`src/rtl/life_pkg.sv`:
```
// Shared definitions for the Game of Life engine: default board geometry,
// rule thresholds and the row-major / toroidal cell-index helpers.
package life_pkg;

    localparam int DEF_GRID_W = 8;
    localparam int DEF_GRID_H = 8;
    localparam int DEF_GEN_W  = 16;

    localparam int NBR_CNT = 8;

    localparam logic [3:0] BIRTH_CNT   = 4'd3;
    localparam logic [3:0] SURVIVE_CNT = 4'd2;

    function automatic int cell_index(input int row, input int col, input int w);
        return row * w + col;
    endfunction

    function automatic int cell_row(input int idx, input int w);
        return idx / w;
    endfunction

    function automatic int cell_col(input int idx, input int w);
        return idx % w;
    endfunction

    function automatic int wrap_inc(input int v, input int m);
        return (v == m - 1) ? 0 : v + 1;
    endfunction

    function automatic int wrap_dec(input int v, input int m);
        return (v == 0) ? m - 1 : v - 1;
    endfunction

    // Neighbour k (0..7) walks the 3x3 window row by row, skipping the centre.
    function automatic int neighbour_index(input int idx, input int k,
                                           input int w, input int h);
        int p;
        int r;
        int c;
        p = (k < 4) ? k : k + 1;
        r = cell_row(idx, w);
        c = cell_col(idx, w);
        case (p / 3)
            0:       r = wrap_dec(r, h);
            2:       r = wrap_inc(r, h);
            default: r = r;
        endcase
        case (p % 3)
            0:       c = wrap_dec(c, w);
            2:       c = wrap_inc(c, w);
            default: c = c;
        endcase
        return cell_index(r, c, w);
    endfunction

endpackage

```
`src/rtl/life_neighbour_rule.sv`:
```
// Combinational Life rule: counts the eight neighbour bits and applies
// birth / survival to the centre cell.
module life_neighbour_rule
    import life_pkg::*;
(
    input  logic [NBR_CNT-1:0] nbr_i,
    input  logic               centre_i,
    output logic [3:0]         count_o,
    output logic               next_o
);

    always_comb begin
        count_o = 4'd0;
        for (int i = 0; i < NBR_CNT; i++) begin
            count_o = count_o + 4'(nbr_i[i]);
        end
    end

    assign next_o = (count_o == BIRTH_CNT) | (centre_i & (count_o == SURVIVE_CNT));

endmodule

```
`src/rtl/life_cell_datapath.sv`:
```
// Cell-evaluation datapath: holds the current board, evaluates one cell per
// READ/WRITE/WAIT sequence with toroidal wrap and commits a full generation.
module life_cell_datapath
    import life_pkg::*;
#(
    parameter int GRID_W = DEF_GRID_W,
    parameter int GRID_H = DEF_GRID_H,
    parameter int GEN_W  = DEF_GEN_W,
    localparam int N     = GRID_W * GRID_H,
    localparam int AW    = $clog2(N)
) (
    input  logic             clk_50MHz_i,
    input  logic             rst_async_la_i,
    input  logic             ss_we_i,
    input  logic             ss_rst_i,
    input  logic             ram_we_i,
    input  logic             subtract_addr_i,
    input  logic             addr_count_en_i,
    input  logic             load_i,
    input  logic [N-1:0]     load_board_i,
    output logic             count_done_o,
    output logic [AW-1:0]    cell_addr_o,
    output logic             next_cell_o,
    output logic [N-1:0]     board_o,
    output logic [GEN_W-1:0] gen_count_o
);

    localparam logic [AW-1:0] LAST_ADDR = AW'(N - 1);

    logic [N-1:0]     cur_q,    cur_d;
    logic [N-1:0]     nxt_q,    nxt_d;
    logic             result_q, result_d;
    logic [AW-1:0]    addr_q,   addr_d;
    logic [GEN_W-1:0] gen_q,    gen_d;

    logic [AW-1:0]      nbr_idx [NBR_CNT];
    logic [NBR_CNT-1:0] nbr_bits;
    logic [3:0]         nbr_count_unused;
    logic               rule_next;
    logic               last_cell;
    logic               write_en;

    // Wrapped neighbour addresses are pure functions of the current address.
    generate
        for (genvar gi = 0; gi < NBR_CNT; gi++) begin : g_nbr
            assign nbr_idx[gi]  = AW'(neighbour_index(int'(addr_q), gi, GRID_W, GRID_H));
            assign nbr_bits[gi] = cur_q[nbr_idx[gi]];
        end
    endgenerate

    life_neighbour_rule u_rule (
        .nbr_i    (nbr_bits),
        .centre_i (cur_q[addr_q]),
        .count_o  (nbr_count_unused),
        .next_o   (rule_next)
    );

    assign last_cell = (addr_q == LAST_ADDR);
    assign write_en  = ram_we_i & subtract_addr_i;

    always_comb begin
        cur_d    = cur_q;
        nxt_d    = nxt_q;
        result_d = result_q;
        addr_d   = addr_q;
        gen_d    = gen_q;

        if (load_i) begin
            cur_d    = load_board_i;
            nxt_d    = load_board_i;
            result_d = 1'b0;
            addr_d   = '0;
            gen_d    = '0;
        end else begin
            if (!ss_rst_i) begin
                result_d = 1'b0;
            end else if (ss_we_i) begin
                result_d = rule_next;
            end

            if (write_en) begin
                nxt_d[addr_q] = result_q;
            end

            // nxt_d already carries the last result, so it is the whole new board.
            if (write_en && last_cell) begin
                cur_d  = nxt_d;
                addr_d = '0;
                gen_d  = gen_q + GEN_W'(1);
            end else if (addr_count_en_i) begin
                addr_d = last_cell ? '0 : addr_q + AW'(1);
            end
        end
    end

    always_ff @(posedge clk_50MHz_i or negedge rst_async_la_i) begin
        if (!rst_async_la_i) begin
            cur_q    <= '0;
            nxt_q    <= '0;
            result_q <= 1'b0;
            addr_q   <= '0;
            gen_q    <= '0;
        end else begin
            cur_q    <= cur_d;
            nxt_q    <= nxt_d;
            result_q <= result_d;
            addr_q   <= addr_d;
            gen_q    <= gen_d;
        end
    end

    assign count_done_o = last_cell;
    assign cell_addr_o  = addr_q;
    assign next_cell_o  = result_q;
    assign board_o      = cur_q;
    assign gen_count_o  = gen_q;

endmodule

```
`config.mk`:
```
export PLATFORM = sky130hd
export DESIGN_NAME = life_cell_datapath
export DESIGN_NICKNAME = d
export VERILOG_FILES = /design/src/rtl/life_pkg.sv /design/src/rtl/life_neighbour_rule.sv /design/src/rtl/life_cell_datapath.sv
export SDC_FILE = /design/constraint.sdc
export NUM_CORES = 1
export LEC_CHECK = 0
export CORE_MARGIN = 5
export CORE_UTILIZATION = 55
export DETAILED_ROUTE_END_ITERATION = 16
export GPL_TIMING_DRIVEN = 1
export PLACE_DENSITY = 0.82
export SETUP_SLACK_MARGIN = 0.05
export SYNTH_ARGS = -nofsm -noshare
export SYNTH_HDL_FRONTEND = slang
export SYNTH_SLANG_ARGS = --single-unit
```
`constraint.sdc`:
```
create_clock -name clk_50MHz_i -period 11.7 [get_ports clk_50MHz_i]
set_input_delay 1.755 -clock clk_50MHz_i [delete_from_list [all_inputs] [get_ports clk_50MHz_i]]
set_output_delay 1.755 -clock clk_50MHz_i [all_outputs]
set_load 0.01 [all_outputs]
```
==> results.cfg, run 1 <==
[outcome]
run_status = finished, final reports clean

[final_layout]
stdcell_area_mm2 = 0.0121
antenna_cells = 0
nNetsFinal = 1245
fillCellCount = 1377
area_growth_pct = 22.0
multiInputGateArea_mm2 = 0.00575
final_util_pct = 67.7
seqCellArea_mm2 = 0.00378
drive_above_1_share_pct = 13.7

[timing]
final-max-slew-violation-count = 0
fin_setup_tns_ns = 0
max_freq_mhz = 131
max_slew_margin_pct = 36.0
fin_worst_skew_ns = 0.0106
setup_violations = 0
hold_ws_ns = 0.568
finalCritPeriodShare_pct = 65.3
max_slew.worst_pin.slew_ns = 0.961
hold_viol_final = 0
rsz0062_at_grt = false
fin_crit_ns = 7.64

[setup_path]
rrSetupSlack_ns = 4.06
end_kind = register
reg2reg_to = next_cell_o
ff2ff_path_depth = 20
rr_startpoint = cell_addr_o[0]
crit_fanout = 31
cp.required_ns = 12.05
critical_path_class = register to register
critPathLaunchType = register
crit_arrival_ns = 8.00

[clock_network]
clock_latency_ns = 0.44
post_cts_resized = 0
cts_setup_buffers = 0
cts.clk_slew.worst_paths_ns = 0.07
cts_sinks = 151
cts_root_buf = clkbuf_16
cts_buffers = 17
h-tree-depth = 4
cts-hold-fix-buffers = 0
cts_tree = done
max-clock-path-buffers = 2

[hold_path]
holdCritStartpoint = gen_count_o[12]
min_to = gen_count_o[12]
hold-path-cell-count = 2
min_path_type = register to register

[power_and_ir_drop]
p_clk_share_pct = 29.2
intPower_mw = 1.18
p_leak_nw = 4.85
p_per_area_mw_per_mm2 = 151
switchingPower_uw = 653
peakVddDrop_v = 0.000140
seqPwrFrac_pct = 35.2
fin_total_pwr_mw = 1.83
netSwitchingFraction_pct = 35.7
p_comb_share_pct = 35.6

[yosys]
synth.distinct_cells = 62
synth-seq-cells = 151
synth_edf_count = 0
synthFlopType = dfrtp_1
synth_area_mm2 = 0.00993
synth_nets = 1128
synth_xor_area_share_pct = 2.56
synth_most_common_cell = dfrtp_1
synth-seq-area-share_pct = 38.0
synth.avg_cell_area_um2 = 9.64
synth_top_area_cell = dfrtp_1
synth_top_area_share_pct = 38.0
synthTopCellsByCount = dfrtp_1, nor2_1, nand2_1
synth_area_leaders = dfrtp_1, mux2i_1, mux2_2
async_flop_share_pct = 100
synth_compound_gate_area_share_pct = 11.8
yosysWarnings = 0
synthAdderAreaFrac_pct = 3.60
yosys.area_share.simple_pct = 14.6
synthCells = 1031
synth_top_family_by_area = multiplexers
muxShareOfSynthArea_pct = 25.2

[detailed_routing]
top_layer = met4
firstDrtPassIters = 6
vias = 8513
post-route-drc-count = 0
wl_per_cell_um = 21.5
drtAntennaViolNets = 0
via_per_inst = 6.13
route.met3.wl_um = 2570
wl_met2_um = 14000
wl_met1_um = 12400
drt_iter0_markers = 831
drt-total-wl_um = 29800

[global_route]
grt_pass1_wl_um = 46400
grt_pass1_vias = 8333
overflow = 0
grt_max_degree = 80
antenna_found_initial = 0
grt_usage_pct = 28.9

[floorplanning]
die_h_um = 144
start_util_pct = 55.5
ios = 160
dieArea_mm2 = 0.0208
core_mm2 = 0.0179
row_count = 49
die_x_um = 144

[run]
maxCapViolCount = 0

[placed_design]
dp_hpwl_um = 20600
portBuffers = 159
gp_congestion = 0.998
place_area_mm2 = 0.0116
-- power by group through the flow --
stage	Combinational, mW	Sequential (mW)	Clock (mW)
after CTS	0.647	0.642	0.537
final	0.652	0.645	0.535
after detailed placement	0.641	0.651	0
after global placement	0.621	0.648	0
after floorplan	0.422	0.636	0
after global routing	0.716	0.650	0.559
-- cell type report --
| class | count | share of cell area, % |
|---|---|---|
| Clock buffer | 17 | 3.51 |
| Tap cell | 229 | 2.36 |
| Multi-Input combinational cell | 790 | 47.5 |
| Timing Repair Buffer | 167 | 13.6 |
| Clock inverter | 14 | 1.18 |
| Sequential cell | 151 | 31.2 |
| Inverter | 21 | 0.650 |
-- flip-flops by register name, summed over array words and instances (netlist names) --
signal	flops
board_o	64
cell_addr_o	6
gen_count_o	16
next_cell_o	1
nxt_q	64
-- routing by layer --
layer  vias up  GRT usage, %
li1       3910             -
met5         -             0
met3        68          8.13
met1      4154          39.4
met4         0          9.23
met2       381          45.1
-- logic make-up (layout without fill, tap and decap cells) --
kind of cell	Yosys count	after routing
compound gates	195	195
simple gates	325	325
buf+inv	90	219
xor+xnor	29	29
mux	216	216
flops	151	151
fa+ha+maj	25	25
-- placed cells by master, fill, tap and decap left out, types with 13 or more instances in the layout --
master             n
clkdlybuf4s50_1  157
dfrtp_1          148
nor2_1           124
nand2_1          117
mux2i_1          108
mux2_2            90
o21ai_0           89
a21oi_1           32
ha_1              19
mux4_2            18
inv_1             17
clkbuf_16         17
xor2_1            15
xnor2_1           14
nand3_1           13
-- worst max path at each step --
| stage | from | endpoint | slack (ns) | cells past startpoint |
|---|---|---|---|---|
| floorplan | cell_addr_o[0] | next_cell_o | 5.52 | 23 |
| global placement | cell_addr_o[0] | next_cell_o | 4.46 | 20 |
| detailed placement | cell_addr_o[0] | next_cell_o | 4.19 | 20 |
| CTS | cell_addr_o[0] | next_cell_o | 4.14 | 20 |
| global route | cell_addr_o[0] | next_cell_o | 3.67 | 20 |
| finish | cell_addr_o[0] | next_cell_o | 4.06 | 20 |
-- worst max-delay path: stages (launching register included) --
cell and delay (ns):
dfrtp_4 0.70, clkinv_1 0.44, ha_1 0.60, nor4_4 0.75, inv_1 0.28, fa_1 0.49, xnor2_1 0.16, xnor2_1 0.40
mux4_2 0.57, o22a_1 0.21, ha_1 0.27, inv_1 0.05, fa_1 0.50, fa_1 0.55, inv_1 0.06, fa_1 0.45
inv_1 0.09, fa_1 0.41, nor4bb_1 0.30, nand2_1 0.08, o21ai_0 0.17
-- metrics by stage --
step	setup WS (ns)	std cells
after detailed placement	4.19	1358
final	4.06	1389
after global placement	4.46	1358
after floorplan	5.52	1031
after CTS	4.14	1389
after global routing	3.67	1389
No activity file was read; power rests on OpenSTA's default activity.
==> inputs of run 2 (changes only) <==
--- a/config.mk
+++ b/config.mk
@@ -6,10 +6,10 @@
 export NUM_CORES = 1
 export LEC_CHECK = 0
 export CORE_MARGIN = 5
-export CORE_UTILIZATION = 55
+export CORE_UTILIZATION = 50
 export DETAILED_ROUTE_END_ITERATION = 16
 export GPL_TIMING_DRIVEN = 1
-export PLACE_DENSITY = 0.82
+export PLACE_DENSITY = 0.78
 export SETUP_SLACK_MARGIN = 0.05
 export SYNTH_ARGS = -nofsm -noshare
 export SYNTH_HDL_FRONTEND = slang
==> constraint.sdc (replaced) <==
create_clock -name clk_50MHz_i -period 6.65 [get_ports clk_50MHz_i]
set_input_delay 0.9975 -clock clk_50MHz_i [delete_from_list [all_inputs] [get_ports clk_50MHz_i]]
set_output_delay 0.9975 -clock clk_50MHz_i [all_outputs]
set_load 0.01 [all_outputs]
==> run 2 against run 1 <==
  * Fmax is 25% higher
  * Utilization down 4.6 points
  * Critical endpoint unchanged
  * Count of clock-buffer cells in the layout unchanged
  * Power up 82%
  * Sequential power increased by 75%
  * Combinational power increased by 76%
  * Register-to-register slack worse by 3.5 ns
==> results.cfg, run 2 (synthesized netlist as in run 1, its figures left out) <==
[setup_path]
crit_end = next_cell_o
slowest_delay_ns = 0.55
rrSetupSlack_ns = 0.54
path_buf_inv = 5
cp_num_cells = 20
rr_startpoint = cell_addr_o[0]
critical_path_class = register to register
ff2ff_path_depth = 20
setup.worst_path.start = cell_addr_o[0]
critical_path.most_common_cell = fa_1
crit_arrival_ns = 6.46
crit_fanout = 9
crit_family = adder cells
end_kind = register
path_cells = clkinv_1 -> ha_1 -> nor4_4 -> inv_1 -> fa_1 -> xnor2_1 -> xnor2_1 -> mux4_2 -> o22a_1 -> ha_1 -> inv_1 -> fa_1 -> fa_1 -> inv_1 -> fa_1 -> inv_1 -> fa_1 -> nor4bb_1 -> nand2_1 -> o21ai_0
cpMaxStageDelayCell = mux4_2
critPathLaunchType = register
reg2reg_to = next_cell_o
cp.required_ns = 7.00

[timing]
final-max-slew-violation-count = 0
finalCritPeriodShare_pct = 91.9
max_slew_margin_pct = 37.3
setup_violations = 0
hold_viol_final = 0
fin_worst_skew_ns = 0.0129
hold_ws_ns = 0.549
worst_slack_ns = 0.540
max_slew.worst_pin.slew_ns = 0.940
fin_setup_tns_ns = 0
max_freq_mhz = 164
rsz0062_at_grt = false
fin_crit_ns = 6.11

[detailed_routing]
post-route-drc-count = 0
drt-total-wl_um = 30100
firstDrtPassIters = 6
via_per_inst = 5.98
wl_per_cell_um = 21.0
drt_iter0_markers = 901
vias = 8602
drtAntennaViolNets = 0

[clock_network]
cts_tree = done
post_cts_resized = 0
cts_root_buf = clkbuf_16
cts-hold-fix-buffers = 0
cts.clk_slew.worst_paths_ns = 0.07
cts_buffers = 17
cts_setup_buffers = 0
clock_latency_ns = 0.43
h-tree-depth = 4
cts_sinks = 151
max-clock-path-buffers = 2

[final_layout]
area_growth_pct = 24.1
antenna_cells = 0
drive_above_1_share_pct = 14.7
nNetsFinal = 1257
final_common_cell = clkdlybuf4s50_1
mostFrequentLayoutCells = clkdlybuf4s50_1, dfrtp_1, nor2_1
fin_cells = 1438

[power_and_ir_drop]
intPower_mw = 2.20
netSwitchingFraction_pct = 34.2
p_clk_share_pct = 31.7
seqPwrFrac_pct = 33.8
p_per_area_mw_per_mm2 = 271
p_leak_nw = 4.96
p_comb_share_pct = 34.5
peakVddDrop_v = 0.000197
switchingPower_mw = 1.14

[hold_path]
hold-path-cell-count = 2
min_path_type = register to register
holdCritStartpoint = gen_count_o[15]

[run]
maxCapViolCount = 0

[floorplanning]
die_h_um = 151
row_count = 51
ios = 160
dieArea_mm2 = 0.0228
core_mm2 = 0.0195
die_x_um = 151
start_util_pct = 50.9

[global_route]
grt_pass1_wl_um = 47100
antenna_found_initial = 0
grt_usage_pct = 26.6
grt_max_degree = 80
grt_pass1_vias = 8338
overflow = 0

[placed_design]
placed_cells = 1406
portBuffers = 159
dp_hpwl_um = 21100
dp_slack_ns = 0.561
gp_congestion = 1.04

[outcome]
run_status = finished, final reports clean
==> run 2: changes by cell type in the layout (fill, tap and decap cells not counted), sizes merged <==
cell,delta
clkinv,-1
bufinv,+3
inv,+1
buf,+12
clkinvlp,-2
==> run 2: stage by stage <==
stage	util, %	instance area [um^2]	power [mW]
final	63.1	12300	3.34
after CTS	63.1	12300	3.34
after global routing	63.1	12300	3.50
after global placement	59.9	11700	2.25
after floorplan	-	9930	1.86
after detailed placement	59.9	11700	2.28
==> run 2: worst min-delay path by stage <==
stage                 endpoint  slack [ns]
2_1_floorplan        nxt_q[15]        0.52
3_3_place_gp   gen_count_o[15]        0.52
3_5_place_dp   gen_count_o[15]        0.54
4_1_cts        gen_count_o[15]        0.56
5_1_grt        gen_count_o[15]        0.58
6_report       gen_count_o[15]        0.55
==> run 2: area by class of cell <==
class                      instances  area [um^2]
inverter                          21         78.8
tap                              265          332
fill                            1592         7200
timing repair buffer             179         1740
clock buffer                      17          425
clock inverter                    15          213
multi-input combinational        790         5750
sequential                       151         3780
==> run 2: power groups by stage <==
stage	combinational (mW)	sequential, mW	clock, mW
after CTS	1.15	1.12	1.07
final	1.15	1.13	1.06
after global routing	1.26	1.14	1.11
after global placement	1.11	1.14	0
after detailed placement	1.14	1.14	0
after floorplan	0.742	1.12	0
==> run 2: worst register-to-register path: stages, from the launching register on <==
cell      delay (ns)
dfrtp_4         0.50
clkinv_1        0.12
ha_1            0.27
nor4_4          0.31
inv_1           0.20
fa_1            0.46
xnor2_1         0.15
xnor2_1         0.35
mux4_2          0.55
o22a_1          0.22
ha_1            0.27
inv_1           0.05
fa_1            0.50
fa_1            0.54
inv_1           0.05
fa_1            0.46
inv_1           0.09
fa_1            0.40
nor4bb_1        0.30
nand2_1         0.08
o21ai_0         0.15
==> run 2: layer usage <==
| layer | global-route usage [%] | wire (um) | up-vias |
|---|---|---|---|
| met5 | 0 | 0 | - |
| met4 | 7.16 | 583 | 0 |
| met3 | 4.94 | 2300 | 45 |
| met2 | 42.2 | 14400 | 371 |
| met1 | 37.6 | 12900 | 4268 |
| li1 | - | - | 3918 |
==> inputs of run 3 (changes only) <==
--- a/config.mk
+++ b/config.mk
@@ -8,6 +8,7 @@
 export CORE_MARGIN = 5
 export CORE_UTILIZATION = 50
 export DETAILED_ROUTE_END_ITERATION = 16
+export GPL_ROUTABILITY_DRIVEN = 0
 export GPL_TIMING_DRIVEN = 1
 export PLACE_DENSITY = 0.78
 export SETUP_SLACK_MARGIN = 0.05
==> run 3 against run 2 <==
  * Register-to-register slack hardly changed
  * Combinational power about the same
  * Sequential share of layout area increased by 0.21 points
  * Clock power fell by 11%
  * Clock skew decreased by 0.0044 ns
  * Utilization down 0.44 points
  * Global-route usage fell by 0.63 points
  * Power shrank 3.7%
  * Setup slack improved by 0.0028 ns
  * Highest routed layer unchanged
  * Via count up 0.28%
  * Worst hold slack got worse by 0.0069 ns
==> results.cfg, run 3 (synthesized netlist as in run 1, its figures left out) <==
[final_layout]
multiInputGateArea_mm2 = 0.00575
antenna_cells = 0
drive_above_1_share_pct = 14.4
mostFrequentLayoutCells = clkdlybuf4s50_1, dfrtp_1, nor2_1
area_growth_pct = 23.2
final_common_cell = clkdlybuf4s50_1
seqCellArea_mm2 = 0.00378
nNetsFinal = 1255
fillCellCount = 1603

[detailed_routing]
drtAntennaViolNets = 0
post-route-drc-count = 0
drt_iter0_markers = 912
vias = 8626
drt-total-wl_um = 29300
via_per_inst = 6.01
wl_per_cell_um = 20.4
firstDrtPassIters = 6

[clock_network]
cts_sinks = 151
post_cts_resized = 0
h-tree-depth = 4
cts_setup_buffers = 0
cts_buffers = 17
cts.clk_slew.worst_paths_ns = 0.07
clock_latency_ns = 0.43
max-clock-path-buffers = 2
cts_tree = done
cts_root_buf = clkbuf_16
cts-hold-fix-buffers = 0

[placed_design]
portBuffers = 159
dp_hpwl_um = 20500

[outcome]
run_status = finished, final reports clean

[power_and_ir_drop]
p_per_area_mw_per_mm2 = 263
fin_total_pwr_mw = 3.21
peakVddDrop_v = 0.000204
p_leak_nw = 4.91

[timing]
hold_ws_ns = 0.542
hold_viol_final = 0
max_slew_margin_pct = 36.8
rsz0062_at_grt = false
fin_setup_tns_ns = 0
final-max-slew-violation-count = 0
fin_crit_ns = 6.11
finalCritPeriodShare_pct = 91.8
setup_violations = 0
max_freq_mhz = 164
fin_worst_skew_ns = 0.00851
max_slew.worst_pin.slew_ns = 0.948

[setup_path]
end_kind = register
crit_fanout = 7
cp.required_ns = 7.00
crit_arrival_ns = 6.46
critPathLaunchType = register
critical_path_class = register to register

[global_route]
grt_usage_pct = 26.0
overflow = 0
grt_pass1_wl_um = 46200
grt_pass1_vias = 8407
grt_max_degree = 80
antenna_found_initial = 0

[run]
maxCapViolCount = 0

[floorplanning]
row_count = 51
core_mm2 = 0.0195
start_util_pct = 50.9
ios = 160
die_h_um = 151
die_x_um = 151
dieArea_mm2 = 0.0228

[hold_path]
min_path_type = register to register
run 3: changes by cell type in the layout (fill, tap and decap cells not counted):
cell / delta
buf_4: -2
bufinv_16: -3
clkbuf_1: +1
clkinv_2: +1
clkinv_4: +1
inv_6: -1
inv_8: +1
run 3: area by class of cell:
cell class | count | area share, %
clock buffer | 18 | 3.51
clock inverter | 14 | 1.13
tap | 265 | 2.71
timing repair buffer | 177 | 14.1
sequential | 151 | 30.9
inverter | 21 | 0.644
multi-input combinational | 790 | 47.0
run 3: per-stage QoR:
| step | utilization [%] | instances | instance area [um^2] | setup slack (ns) |
|---|---|---|---|---|
| CTS | 62.7 | 1436 | 12200 | 0.512 |
| finish | 62.7 | 1436 | 12200 | 0.542 |
| detailed placement | 59.8 | 1404 | 11700 | 0.543 |
| global route | 62.7 | 1436 | 12200 | 0.106 |
| floorplan | - | 1031 | 9930 | 0.469 |
| global placement | 59.8 | 1404 | 11700 | 0.752 |
run 3: critical path, stage by stage, from the launching register on:
cell and delay (ns):
dfrtp_1 0.50, clkinv_1 0.14, ha_1 0.25, nor4_4 0.32, inv_1 0.21, fa_1 0.46
xnor2_1 0.15, xnor2_1 0.35, mux4_2 0.55, o22a_1 0.22, ha_1 0.28, inv_1 0.05
fa_1 0.50, fa_1 0.55, inv_1 0.05, fa_1 0.45, inv_1 0.08, fa_1 0.40
nor4bb_1 0.29, nand2_1 0.08, o21ai_0 0.15
run 3: path summary, 6_finish.rpt:
kind	startpoint	to	slack [ns]	cells after the start
worst max-delay path	cell_addr_o[1]	next_cell_o	0.54	20
worst min-delay path	gen_count_o[15]	gen_count_o[15]	0.54	2
max in group asynchronous	rst_async_la_i	nxt_q[3]	4.65	2
worst max register to register	cell_addr_o[1]	next_cell_o	0.54	20
min in group asynchronous	rst_async_la_i	nxt_q[42]	0.59	1
worst min register to register	gen_count_o[15]	gen_count_o[15]	0.54	2
run 3: power breakdown:
group          internal [mW]  switching (mW)
Sequential              1.01           0.116
Clock                  0.525           0.418
Combinational          0.546           0.598
run 3: per-layer routing:
layer  share of wire (%)  track usage, %  up-vias  routed length, um
met5                   0               0        -                  0
met4                 3.0            8.98        0                891
met3                 8.2            6.07       76               2400
met2                  47            40.1      412              13800
met1                  42            36.1     4207              12200
li1                    -               -     3931                  -
==> patch 1: new RTL, config.mk and constraints of run 2 <==
Take the reset off `addr_q` and load it in a clocked block of its own.
--- a/src/rtl/life_cell_datapath.sv
+++ b/src/rtl/life_cell_datapath.sv
@@ -99,5 +99,4 @@
             nxt_q    <= '0;
             result_q <= 1'b0;
-            addr_q   <= '0;
             gen_q    <= '0;
         end else begin
@@ -105,7 +104,10 @@
             nxt_q    <= nxt_d;
             result_q <= result_d;
-            addr_q   <= addr_d;
             gen_q    <= gen_d;
         end
+    end
+
+    always_ff @(posedge clk_50MHz_i) begin
+        addr_q <= addr_d;
     end
 
Check against the original RTL: not equivalent (a bounded check fails within 4 cycles, from zero or initial values and one cycle with rst_async_la_i low).
==> patch 1 against run 2 <==
  * Area after synthesis down 1.1%
  * Sequential cell count unchanged
  * Utilization down 0.37 points
  * Total power down 9.7%
  * Clock skew down 6.3 ps
  * Die area down 1.0%
  * Via count about the same
  * Routed wire length up 4.1%
  * Combinational power down 20%
  * Global-route usage up 1.5 points
  * Final area down 1.2%
  * Worst setup slack better by 150 ps
  * Critical path type unchanged
  * Largest cell class unchanged
==> patch 1: results <==
export IMPL_outcome="completed"
export IMPL_peakVddDrop_mv=0.1956
export IMPL_detail_route_iter0_violations=787
export IMPL_async_flop_share_pct=96.03
export IMPL_route_final_wire_length_um=31370
export IMPL_timing_critical_path_fanout_max=10
export IMPL_finalClockSkew_ps=6.598
export IMPL_net_count_after_synthesis=1116
export IMPL_n_fill_cell=1644
export IMPL_drive_gt1_share_pct=13.87
export IMPL_post_synth_main_area_contributors="sky130_fd_sc_hd__dfrtp_1, sky130_fd_sc_hd__mux2i_1, sky130_fd_sc_hd__mux2_2"
export IMPL_slew_limit_headroom_pct=36.77
export IMPL_arrival_ps=6300
export IMPL_post_layout_nonfiller_instances=1433
export IMPL_drt_vias_per_instance=5.998
export IMPL_total_leakage_power_nw=4.823
export IMPL_routabilityCongestion=1.003
export IMPL_syn_area_per_cell_um2=9.642
export IMPL_share_of_synthesized_area_occupied_by_flip_flops_and_latches_pct=38.15
export IMPL_cts_repair_resize_count=0
export IMPL_grt_max_degree=87
export IMPL_switchingPower_mw=1.046
export IMPL_pre_cts_slack_ps=851.8
export IMPL_grt_first_pass_wirelength_um=48980
export IMPL_layout_nets=1252
export IMPL_placedInstanceArea_mm2=0.01159
export IMPL_synth_distinct_cells=67
export IMPL_post_synth_most_frequent_cells="sky130_fd_sc_hd__dfrtp_1, sky130_fd_sc_hd__nand2_1, sky130_fd_sc_hd__nor2_1"
export IMPL_total_routing_usage_gr_pct=28.07
export IMPL_detailedRoute_firstPassIterationCount=5
export IMPL_timing_critical_path_slowest_cell_delay_ps=580
export IMPL_htree_num_levels=4
export IMPL_cpMaxStageDelayCell="sky130_fd_sc_hd__fa_1"
export IMPL_grt_pass1_vias=8428
export IMPL_antenna_cells_inserted=0
export IMPL_hpwl_um=22300
-- patch 1: layout make-up --
| cell class | count | area [um^2] | area share, % |
|---|---|---|---|
| timing repair buffer | 181 | 1755 | 14.42 |
| multi-input combinational | 778 | 5653 | 46.42 |
| tap | 265 | 331.6 | 2.723 |
| inverter | 26 | 97.59 | 0.8015 |
| clock buffer | 19 | 452.9 | 3.720 |
| clock inverter | 13 | 133.9 | 1.099 |
| sequential | 151 | 3752 | 30.82 |
-- patch 1: path summary, 6_finish.rpt --
kind | depth (start not counted) | to | slack [ps] | start
setup / recovery | 20 | next_cell_o$_DFFE_PN0P_ | 690 | cell_addr_o[1]$_SDFFE_PP0P_
max in group asynchronous | 2 | nxt_q[19]$_DFF_PN0_ | 4750 | rst_async_la_i
min in group asynchronous | 1 | board_o[54]$_DFFE_PN0P_ | 610 | rst_async_la_i
setup reg to reg | 20 | next_cell_o$_DFFE_PN0P_ | 690 | cell_addr_o[1]$_SDFFE_PP0P_
hold / removal | 2 | gen_count_o[8]$_DFFE_PN0P_ | 570 | gen_count_o[8]$_DFFE_PN0P_
hold reg to reg | 2 | gen_count_o[8]$_DFFE_PN0P_ | 570 | gen_count_o[8]$_DFFE_PN0P_
-- patch 1: kinds of logic after synthesis --
| group | after synthesis | share of synthesized area, % |
|---|---|---|
| AND/OR/NAND/NOR | 328 | 14.63 |
| multiplexers | 207 | 24.83 |
| AO/OA/AOI/OAI | 191 | 11.94 |
| flip-flops | 151 | 38.15 |
| buffers and inverters | 90 | 4.317 |
| XOR/XNOR | 27 | 2.483 |
| adder cells (fa/ha/maj) | 25 | 3.642 |
-- patch 1: layer usage --
metal | vias to the layer above | GRT usage, % | wire [um]
met2 | 404 | 44.27 | 14920
met1 | 4203 | 38.81 | 13110
met5 | - | 0 | 0
met4 | 0 | 11.07 | 1053
met3 | 67 | 4.786 | 2291
li1 | 3921 | - | -
-- patch 1: power by group through the flow --
stage | Clock (mW) | Combinational, mW | Sequential [mW]
floorplan | 0 | 0.553 | 1.11
detailed placement | 0 | 0.913 | 1.14
global route | 1.02 | 1.01 | 1.13
CTS | 0.971 | 0.925 | 1.12
global placement | 0 | 0.887 | 1.13
finish | 0.966 | 0.923 | 1.13
-- patch 1: critical path: cells and delay by family (launching register included) --
| family | cells | cell delay, ps |
|---|---|---|
| adders and majority gates | 6 | 2460 |
| AOI/OAI and AO/OA | 3 | 730 |
| buffers and inverters | 5 | 570 |
| and+or+nand+nor | 6 | 1750 |
| DFF | 1 | 340 |
==> patch 2: new RTL, settings of run 2 <==
Without the edit above. Set the package constant `DEF_GRID_W` to 4 (it was 8).
--- a/src/rtl/life_pkg.sv
+++ b/src/rtl/life_pkg.sv
@@ -3,5 +3,5 @@
 package life_pkg;
 
-    localparam int DEF_GRID_W = 8;
+    localparam int DEF_GRID_W = 4;
     localparam int DEF_GRID_H = 8;
     localparam int DEF_GEN_W  = 16;
Interface: changed (resized board_o, cell_addr_o and load_board_i); port bits go from 160 to 95. No check against the original RTL was run, so the function may have changed too.
==> patch 2 against run 2 <==
  * First-iteration DRC count fell by 59%
  * Area after synthesis shrank 43%
  * Worst setup slack improved by 210 ps
  * Total power fell by 40%
  * Worst hold slack better by 10 ps
  * Final area fell by 43%
  * Count of clock-buffer cells in the layout is 8 lower
  * Utilization up 1.2 points
  * Cell count fell by 48%
  * Sequential cell count fell by 65
  * Routed wire length shrank 49%
  * Combinational power down 27%
  * Maximum frequency up 3.5%
==> patch 2: results <==
export IMPL_outcome="completed"
export IMPL_grt_antenna_before_repair=0
export IMPL_grt_max_degree=86
export IMPL_cpMaxStageDelayCell="sky130_fd_sc_hd__mux4_1"
export IMPL_total_leakage_power_nw=2.971
export IMPL_depth_of_the_worst_register_to_register_path=21
export IMPL_htree_num_levels=3
export IMPL_detailedRoute_firstPassIterationCount=4
export IMPL_grt_util_met3_pct=4.041
export IMPL_post_synth_most_frequent_cells="sky130_fd_sc_hd__dfrtp_1, sky130_fd_sc_hd__nand2_1, sky130_fd_sc_hd__mux2i_1"
export IMPL_timing_critical_path_slowest_cell_delay_ps=580
export IMPL_finalHoldWorstSlack_ps=559.2
export IMPL_drive_gt1_share_pct=15.22
export IMPL_setup_reg_to_reg_worst_slack_ps=750
export IMPL_clockNetworkPower_mw=0.555
export IMPL_switching_share_pct=33.77
export IMPL_n_fill_cell=871
export IMPL_yosys_area_share_adder_pct=5.671
export IMPL_grt_first_pass_wirelength_um=24710
export IMPL_timing_critical_path_fanout_max=17
export IMPL_total_routing_usage_gr_pct=23.83
export IMPL_gr_usage_met1_pct=34.52
export IMPL_async_flop_share_pct=100.0
export IMPL_startpoint_of_the_lowest_slack_register_to_register_path="cell_addr_o[2]$_DFFE_PN0P_"
export IMPL_slew_limit_headroom_pct=36.58
export IMPL_buffer_ports_inserted=94
export IMPL_route_final_wire_length_um=15470
export IMPL_post_synth_main_area_contributors="sky130_fd_sc_hd__dfrtp_1, sky130_fd_sc_hd__mux4_2, sky130_fd_sc_hd__mux2i_1"
export IMPL_grt_met2_usage_pct=36.46
export IMPL_grt_pass1_vias=4587
export IMPL_layout_nets=668
export IMPL_finalClockSkew_ps=7.360
export IMPL_peakVddDrop_mv=0.1783
export IMPL_net_count_after_synthesis=583
export IMPL_detail_route_iter0_violations=372
export IMPL_synth_distinct_cells=41
export IMPL_fraction_of_synthesized_cell_area_in_xor_and_xnor_cells_pct=3.101
export IMPL_yosys_mux_area_fraction_pct=30.31
export IMPL_powerSeq_mw=0.625
export IMPL_routabilityCongestion=0.9362
-- patch 2: per-layer routing --
layer	up-vias	routed length [um]
met4	0	328
met2	142	7396
met5	-	0
li1	2052	-
met3	22	853
met1	2274	6892
-- patch 2: metrics by stage --
step	cells	util (%)	setup slack, ps	cell area, um^2	power [mW]
4_1_cts	751	64.29	782.6	7030	2.029
3_3_place_gp	735	61.29	966.0	6703	1.435
3_5_place_dp	735	61.29	802.4	6703	1.471
5_1_grt	751	64.29	483.9	7030	2.142
6_report	751	64.29	747.3	7030	2.020
2_1_floorplan	521	-	516.0	5648	1.215
-- patch 2: layout make-up --
type / count / area share [%]
clock inverters: 7 / 1.459
well taps: 140 / 2.492
repair buffers: 104 / 14.34
clock buffers: 9 / 3.203
multi-input cells: 382 / 46.66
inverters: 23 / 1.228
flip-flops and latches: 86 / 30.61
